===== config.mk =====
export PLATFORM = sky130hd
export DESIGN_NAME = prbs_lfsr
export DESIGN_NICKNAME = d
export VERILOG_FILES = /design/src/rtl/prbs_pkg.sv /design/src/rtl/prbs_lfsr.sv
export SDC_FILE = /design/constraint.sdc
export NUM_CORES = 1
export LEC_CHECK = 0
export CAP_MARGIN = 10
export CORE_AREA = 3 3 42 44
export DETAILED_ROUTE_END_ITERATION = 8
export DIE_AREA = 0 0 45 47
export PLACE_DENSITY_LB_ADDON = 0.05
export SYNTH_ARGS = -nofsm -noshare
export SYNTH_HDL_FRONTEND = slang
export SYNTH_SLANG_ARGS = --single-unit

===== constraint.sdc =====
create_clock -name clock -period 2 [get_ports clock]
set_clock_uncertainty 0.05 [all_clocks]
set_input_delay 0.2 -clock clock [delete_from_list [all_inputs] [get_ports clock]]
set_output_delay 0.2 -clock clock [all_outputs]
set_load 0.05 [all_outputs]

===== src/rtl/prbs_pkg.sv =====
// PRBS generator/checker shared definitions.
// Checker state encoding, LFSR feedback and default polynomial.
package prbs_pkg;

  typedef enum logic {
    SEARCH = 1'b0,
    LOCKED = 1'b1
  } chk_state_e;

  localparam int DEF_LFSR_W = 20;
  localparam int DEF_TAP    = 3;

  function automatic logic prbs_fb(
    input logic lo,
    input logic hi
  );
    return lo ~^ hi;
  endfunction

endpackage


===== src/rtl/prbs_lfsr.sv =====
// Fibonacci XNOR shift register, self-feedback or serial load.
// obit: next MSB in generator mode, predicted bit in load mode.
module prbs_lfsr
  import prbs_pkg::*;
#(
  parameter int W   = DEF_LFSR_W,
  parameter int TAP = DEF_TAP
) (
  input  logic clock,
  input  logic reset,
  input  logic en,
  input  logic load,
  input  logic din,
  output logic obit
);

  logic [W-1:0] q;
  logic         fb;

  assign fb   = prbs_fb(q[TAP-1], q[W-1]);
  assign obit = load ? fb : q[W-2];

  always_ff @(posedge clock or negedge reset) begin
    if (!reset) begin
      q <= '0;
    end else if (en) begin
      q <= {q[W-2:0], load ? din : fb};
    end
  end

endmodule


======== Yosys cells after proc, flatten, opt, wreduce, memory -nomap -nowiden ========
Cells that the tools add are included.
word-level totals
  word-level logic and storage cells ...... 4
  bits of input ports ..................... 5
  bits in read-only memories .............. 0
  bits in latches ......................... 0
  RAM bits ................................ 0
  output and inout port bits .............. 1
  memories kept ........................... 0
  register bits ........................... 20
operators by class
  divide/modulo/power cells ............... 0
  equality and inequality tests ........... 0
  reductions and logical operators ........ 0
  bitwise operators ....................... 1
  $add $sub $neg .......................... 0
  multipliers ............................. 0
  multiplexer cells ....................... 2
  magnitude comparators ................... 0
  shifts and indexed selects .............. 0
operators by type and width
  operator      count
  $mux 1        2
  $xnor 1x1->1  1

======== Depth between registers and ports, before layout ========
Gate-level depths: netlist (run 1).
  word-level depth ........................ 2
  depth in mapped cells ................... 3
  mapped depth without buffers ............ 2

======== Worst setup path before layout (run 1) ========
No wires, ideal clock.
  kind .................................... flip-flop to output port
  from .................................... reg q[19]
  to ...................................... out obit
  slack ................................... 0.400 ns
  stages on the path, launching flop included .. 3
  path buffers ............................ 0
  data required time ...................... 1.750 ns
  data arrival time ....................... 1.350 ns
  path through ............................ dfrtp_1 -> xor2_1 -> mux2i_1
on the way
  cells in the longest elaborated chain, start to end .. 2
RTL lines
  item                    line             RTL
  start, declared         prbs_lfsr.sv:17  logic [W-1:0] q;
  start signal, assigned  prbs_lfsr.sv:27  q <= {q[W-2:0], load ? din : fb};
  $xnor 1x1->1            prbs_pkg.sv:17   return lo ~^ hi;
  $mux 1                  prbs_lfsr.sv:21  assign obit = load ? fb : q[W-2];
  end, declared           prbs_lfsr.sv:14  output logic obit
Every way passes these cells.

======== Worst setup path after layout (run 1) ========
  from .................................... reg q[2]
  to ...................................... out obit
The elaborated chain is that of the path after synthesis.

==> results.toml, run 1 <==
[logic_synthesis]
synthXorXnorAreaFrac_pct = 1.12
synth_fa_ha_area_share_pct = 0
synth-simple-area-share_pct = 1.92
synth_top_family_by_area = "multiplexers"
yosysSeqAreaShare_pct = 64.1
synthMuxAreaShare_pct = 27.2
yosysUniqueCellTypes = 11
yosysWarnings = 0
synth-compound-area-share_pct = 1.76
synth-seq-cells = 20
syn_inst = 49
synth_fp_nets = 54
syn_area_um2 = 781
avgSynthCellArea_um2 = 15.9

[power]
p_seq_share_pct = 50.5
peakVddDrop_mv = 0.761
power_leakage_nw = 0.412
power.total_mw = 1.37
swShare_pct = 26.2
p_int_mw = 1.01
clkPwrFrac_pct = 23.4
power_density_mw_per_mm2 = 1510
pwr-share-comb_pct = 26.0
p_sw_mw = 0.359

[setup_path]
startpoint_type = "flip-flop"
reg2regPathDepth = 2
cp-end-kind = "primary output"
crit_arrival_ns = 1.31
crit_type = "flip-flop to primary output"
r2r_start = "q[2]"
rr_endpoint = "q[0]"
cp.required_ns = 1.75
worst-path-max-fanout = 3
r2r_slack_ns = 1.06

[timing]
holdWs_ns = 0.176
relSlewSlack_pct = 82.3
tightest_slew_ns = 0.258
finalCriticalPeriod_ns = 1.56
hold_viol_final = 0
drv_slew = 0
rsz0062_at_grt = "no"
max_freq_ghz = 0.639
setup_viol_count_final = 0
tns_ns = 0
fin_crit_sh_pct = 78.2
fin_ws_ns = 0.436

[cts]
clk_pin_slew_ns = 0.11
clkSinkCount = 20
cts_root_buf = "clkbuf_4"
holdBufCountCts = 0
clk_path_buf_depth = 2
cts_buffers = 3
htree_levels = 1
clkLatencyLatePin_ns = 0.29
cts_setup_buffers = 0
cts_tree = "built"
cts_resized = 0

[layout]
insertedDiodeCount = 0
layout_common_cells = "dfrtp_1 (20), mux2_2 (18), clkdlybuf4s50_1 (4)"
final_common_cell = "dfrtp_1"
reg.largest.list = "q: 20 flops"
fill_cells = 113
nets = 64
largest_reg_flops = 20
area_delta_synth_final_pct = 16.0
layout-drive-gt1-share_pct = 43.1
largest_register = "q"

[route]
drt_iter0_drc = 0
routed_wl_um = 1030
vias = 387
viasPerCell = 5.23
drtPass1Iterations = 1
drc_errors = 0
final_antenna_net_count = 0
avgRoutedWirePerCell_um = 13.9

[place]
pre_cts_slack_ns = 0.525
gp_congestion = 0.767
port_buffers = 5

[global_route]
grt_overflow = 0
antenna_found_initial = 0
grt_pass1_wl_um = 1660
grt.total_usage_pct = 11.3
grt_start_max_net_pins = 24
grt_pass1_vias = 393

[floorplanning]
die-area_mm2 = 0.00212
core-area_mm2 = 0.00147
start_util_pct = 53.1
rows = 14
num_io_pins = 6
chipHeight_um = 47
chipWidth_um = 45

[flow_run]
max_cap_viol_count = 0

[hold_path]
hp-class = "input port to asynchronous set/reset pin"

[outcome]
status = "finished clean"
[stage by stage]
stage               cell area, um^2  std cells  utilization [%]
floorplan                       781         49                -
global placement                853         70             58.0
detailed placement              853         70             58.0
CTS                             906         74             61.6
global route                    906         74             61.6
finish                          906         74             61.6
[cell usage after synthesis, drive strengths merged]
cell type | n | area [um^2]
o221ai | 1 | 8.76
nand2b | 1 | 6.26
dfrtp | 20 | 500
xor2 | 1 | 8.76
inv | 2 | 7.51
buf | 2 | 22.5
o21ai | 1 | 5.00
mux2 | 18 | 203
nand3 | 1 | 5.00
nand2 | 1 | 3.75
mux2i | 1 | 10.0
[routing by layer]
layer	vias up	global-route usage, %	part of all wire (%)	wire [um]
met4	0	7.02	0.58	6
li1	185	-	-	-
met5	-	0	0	0
met1	194	13.8	45	463
met2	6	18.4	50	513
met3	2	2.30	4.6	47
[kinds of logic after synthesis]
logic type,count (synthesis)
simple gates,3
flops,20
mux,19
buf+inv,4
compound gates,2
xor+xnor,1
[worst max path at each step]
| stage | to | from |
|---|---|---|
| 2_1_floorplan | obit | q[19] |
| 3_3_place_gp | q[13] | en |
| 3_5_place_dp | q[11] | en |
| 4_1_cts | obit | q[2] |
| 5_1_grt | obit | q[2] |
| 6_report | obit | q[2] |
[power groups by stage]
stage / registers (mW) / clock network (mW) / logic [mW]
2_1_floorplan: 0.666 / 0 / 0.259
3_3_place_gp: 0.690 / 0 / 0.347
3_5_place_dp: 0.706 / 0 / 0.362
4_1_cts: 0.695 / 0.331 / 0.364
5_1_grt: 0.715 / 0.339 / 0.388
6_report: 0.693 / 0.321 / 0.357
[worst max-delay path, cell delays in order (launching register included)]
cell     delay, ns
dfrtp_1       0.43
xor2_1        0.17
mux2i_1       0.25
buf_12        0.18
[area by class of cell]
cell class	count	area (um^2)	area share (%)
multi-input combinational	25	250	27.6
tap	16	20.0	2.21
clock buffer	3	22.5	2.49
inverter	2	7.51	0.829
clock inverter	1	30.0	3.31
sequential	20	500	55.2
timing repair buffer	7	75.1	8.29
Power figures use the tool's default switching activity.
==> run 2, diff against run 1 <==
--- a/config.mk
+++ b/config.mk
@@ -6,9 +6,9 @@
 export NUM_CORES = 1
 export LEC_CHECK = 0
 export CAP_MARGIN = 10
-export CORE_AREA = 3 3 42 44
+export CORE_AREA = 3 3 43 45
 export DETAILED_ROUTE_END_ITERATION = 8
-export DIE_AREA = 0 0 45 47
+export DIE_AREA = 0 0 46 48
 export PLACE_DENSITY_LB_ADDON = 0.05
 export SYNTH_ARGS = -nofsm -noshare
 export SYNTH_HDL_FRONTEND = slang
==> constraint.sdc (replaced) <==
create_clock -name clock -period 1.55 [get_ports clock]
set_clock_uncertainty 0.05 [all_clocks]
set_input_delay 0.155 -clock clock [delete_from_list [all_inputs] [get_ports clock]]
set_output_delay 0.155 -clock clock [all_outputs]
set_load 0.05 [all_outputs]
==> results.toml, run 2 (synthesized netlist as in run 1, its figures left out) <==
[setup_path]
cp-end-kind = "primary output"
cp_cell_sequence = "xor2_1, mux2i_2, buf_12"
max_stage_delay_ns = 0.42
worst-path-max-fanout = 3
crit_type = "flip-flop to primary output"
startpoint_type = "flip-flop"
cp.required_ns = 1.34
slowest_stage = "dfrtp_1"
crit_arrival_ns = 1.27
reg2regPathDepth = 2

[power]
p_seq_share_pct = 56.0
power_leakage_nw = 0.402
swShare_pct = 28.5
peakVddDrop_mv = 0.950
p_int_mw = 1.15
power_density_mw_per_mm2 = 1800
p_sw_mw = 0.456
pwr-share-comb_pct = 29.7
clkPwrFrac_pct = 14.3

[layout]
final_common_cell = "dfrtp_1"
fill_cells = 113
multi_input_comb_area_um2 = 254
reg.largest.list = "q: 20 flops"
layout-drive-gt1-share_pct = 43.9
area_delta_synth_final_pct = 14.3
largest_register = "q"
regArea_um2 = 500
layout_common_cells = "dfrtp_1 (20), mux2_2 (18), clkdlybuf4s50_1 (4)"
largest_reg_flops = 20
insertedDiodeCount = 0
nets = 64

[global_route]
grt_pass1_wl_um = 1650
grt.total_usage_pct = 10.9
antenna_found_initial = 0
grt_overflow = 0
grt_start_max_net_pins = 24
grt_pass1_vias = 393

[cts]
cts_buffers = 3
holdBufCountCts = 0
clkLatencyLatePin_ns = 0.29
cts_root_buf = "clkbuf_4"
cts_resized = 0
cts_setup_buffers = 0
cts_tree = "built"
htree_levels = 1
clk_pin_slew_ns = 0.11
clkSinkCount = 20
clk_path_buf_depth = 2

[timing]
setup_viol_count_final = 0
finalCriticalPeriod_ns = 1.47
tightest_slew_ns = 0.240
relSlewSlack_pct = 84.0
holdWs_ns = 0.137
hold_viol_final = 0
max_freq_ghz = 0.679
fin_crit_sh_pct = 95.0
rsz0062_at_grt = "no"
drv_slew = 0
tns_ns = 0

[route]
drc_errors = 0
avgRoutedWirePerCell_um = 14.2
routed_wl_um = 1040
vias = 384
final_antenna_net_count = 0
drtPass1Iterations = 4
drt_iter0_drc = 6
viasPerCell = 5.26

[floorplanning]
die-area_mm2 = 0.00221
rows = 14
chipHeight_um = 48
core-area_mm2 = 0.00151
start_util_pct = 51.8
num_io_pins = 6
chipWidth_um = 46

[hold_path]
hp-class = "input port to asynchronous set/reset pin"

[place]
port_buffers = 5
hpwl_um = 731
gp_congestion = 0.741

[outcome]
status = "finished clean"

[flow_run]
max_cap_viol_count = 0
[run 2: worst paths after layout]
path	from	slack, ns	endpoint
worst max-delay path	q[2]	0.08	obit
worst min-delay path	reset	0.14	q[13]
worst max register to register	q[2]	0.59	q[0]
worst min register to register	q[17]	0.45	q[18]
max in group asynchronous	reset	1.11	q[9]
min in group clock	din	0.42	q[0]
[run 2: stage by stage]
stage / total power, mW / std cells / worst slack (ns) / utilization, % / instance area, um^2
final: 1.60 / 73 / 0.0778 / 59.2 / 892
after floorplan: 1.21 / 49 / 0.239 / - / 785
after CTS: 1.62 / 73 / 0.0583 / 59.2 / 892
after global placement: 1.35 / 70 / 0.202 / 57.7 / 870
after detailed placement: 1.39 / 70 / 0.185 / 57.7 / 870
after global routing: 1.68 / 73 / 0.0104 / 59.2 / 892
[run 2: cell type report]
cell class	instances	share of cell area, %
sequential	20	56.1
multi-input combinational	25	28.5
timing repair buffer	7	9.82
clock buffer	3	2.52
tap	16	2.24
inverter	2	0.842
[run 2: per-layer routing]
layer / routed length (um) / track usage, % / part of all wire (%) / up-vias
met1: 480 / 13.1 / 46 / 189
li1: - / - / - / 187
met4: 0 / 5.11 / 0 / 0
met3: 65 / 2.63 / 6.3 / 0
met2: 490 / 18.4 / 47 / 8
met5: 0 / 0 / 0 / -
[run 2: power by group through the flow]
| stage | combinational [mW] | clock (mW) | sequential (mW) |
|---|---|---|---|
| 2_1_floorplan | 0.348 | 0 | 0.860 |
| 6_report | 0.475 | 0.229 | 0.897 |
| 3_3_place_gp | 0.464 | 0 | 0.883 |
| 3_5_place_dp | 0.481 | 0 | 0.909 |
| 4_1_cts | 0.485 | 0.236 | 0.901 |
| 5_1_grt | 0.508 | 0.250 | 0.924 |
[run 2: worst max-delay path, delay by kind of cell (launching register included)]
kind                      cells  cell delay, ns
xor gates and xnor gates      1            0.17
buffers and inverters         1            0.17
DFF                           1            0.42
muxes                         1            0.21
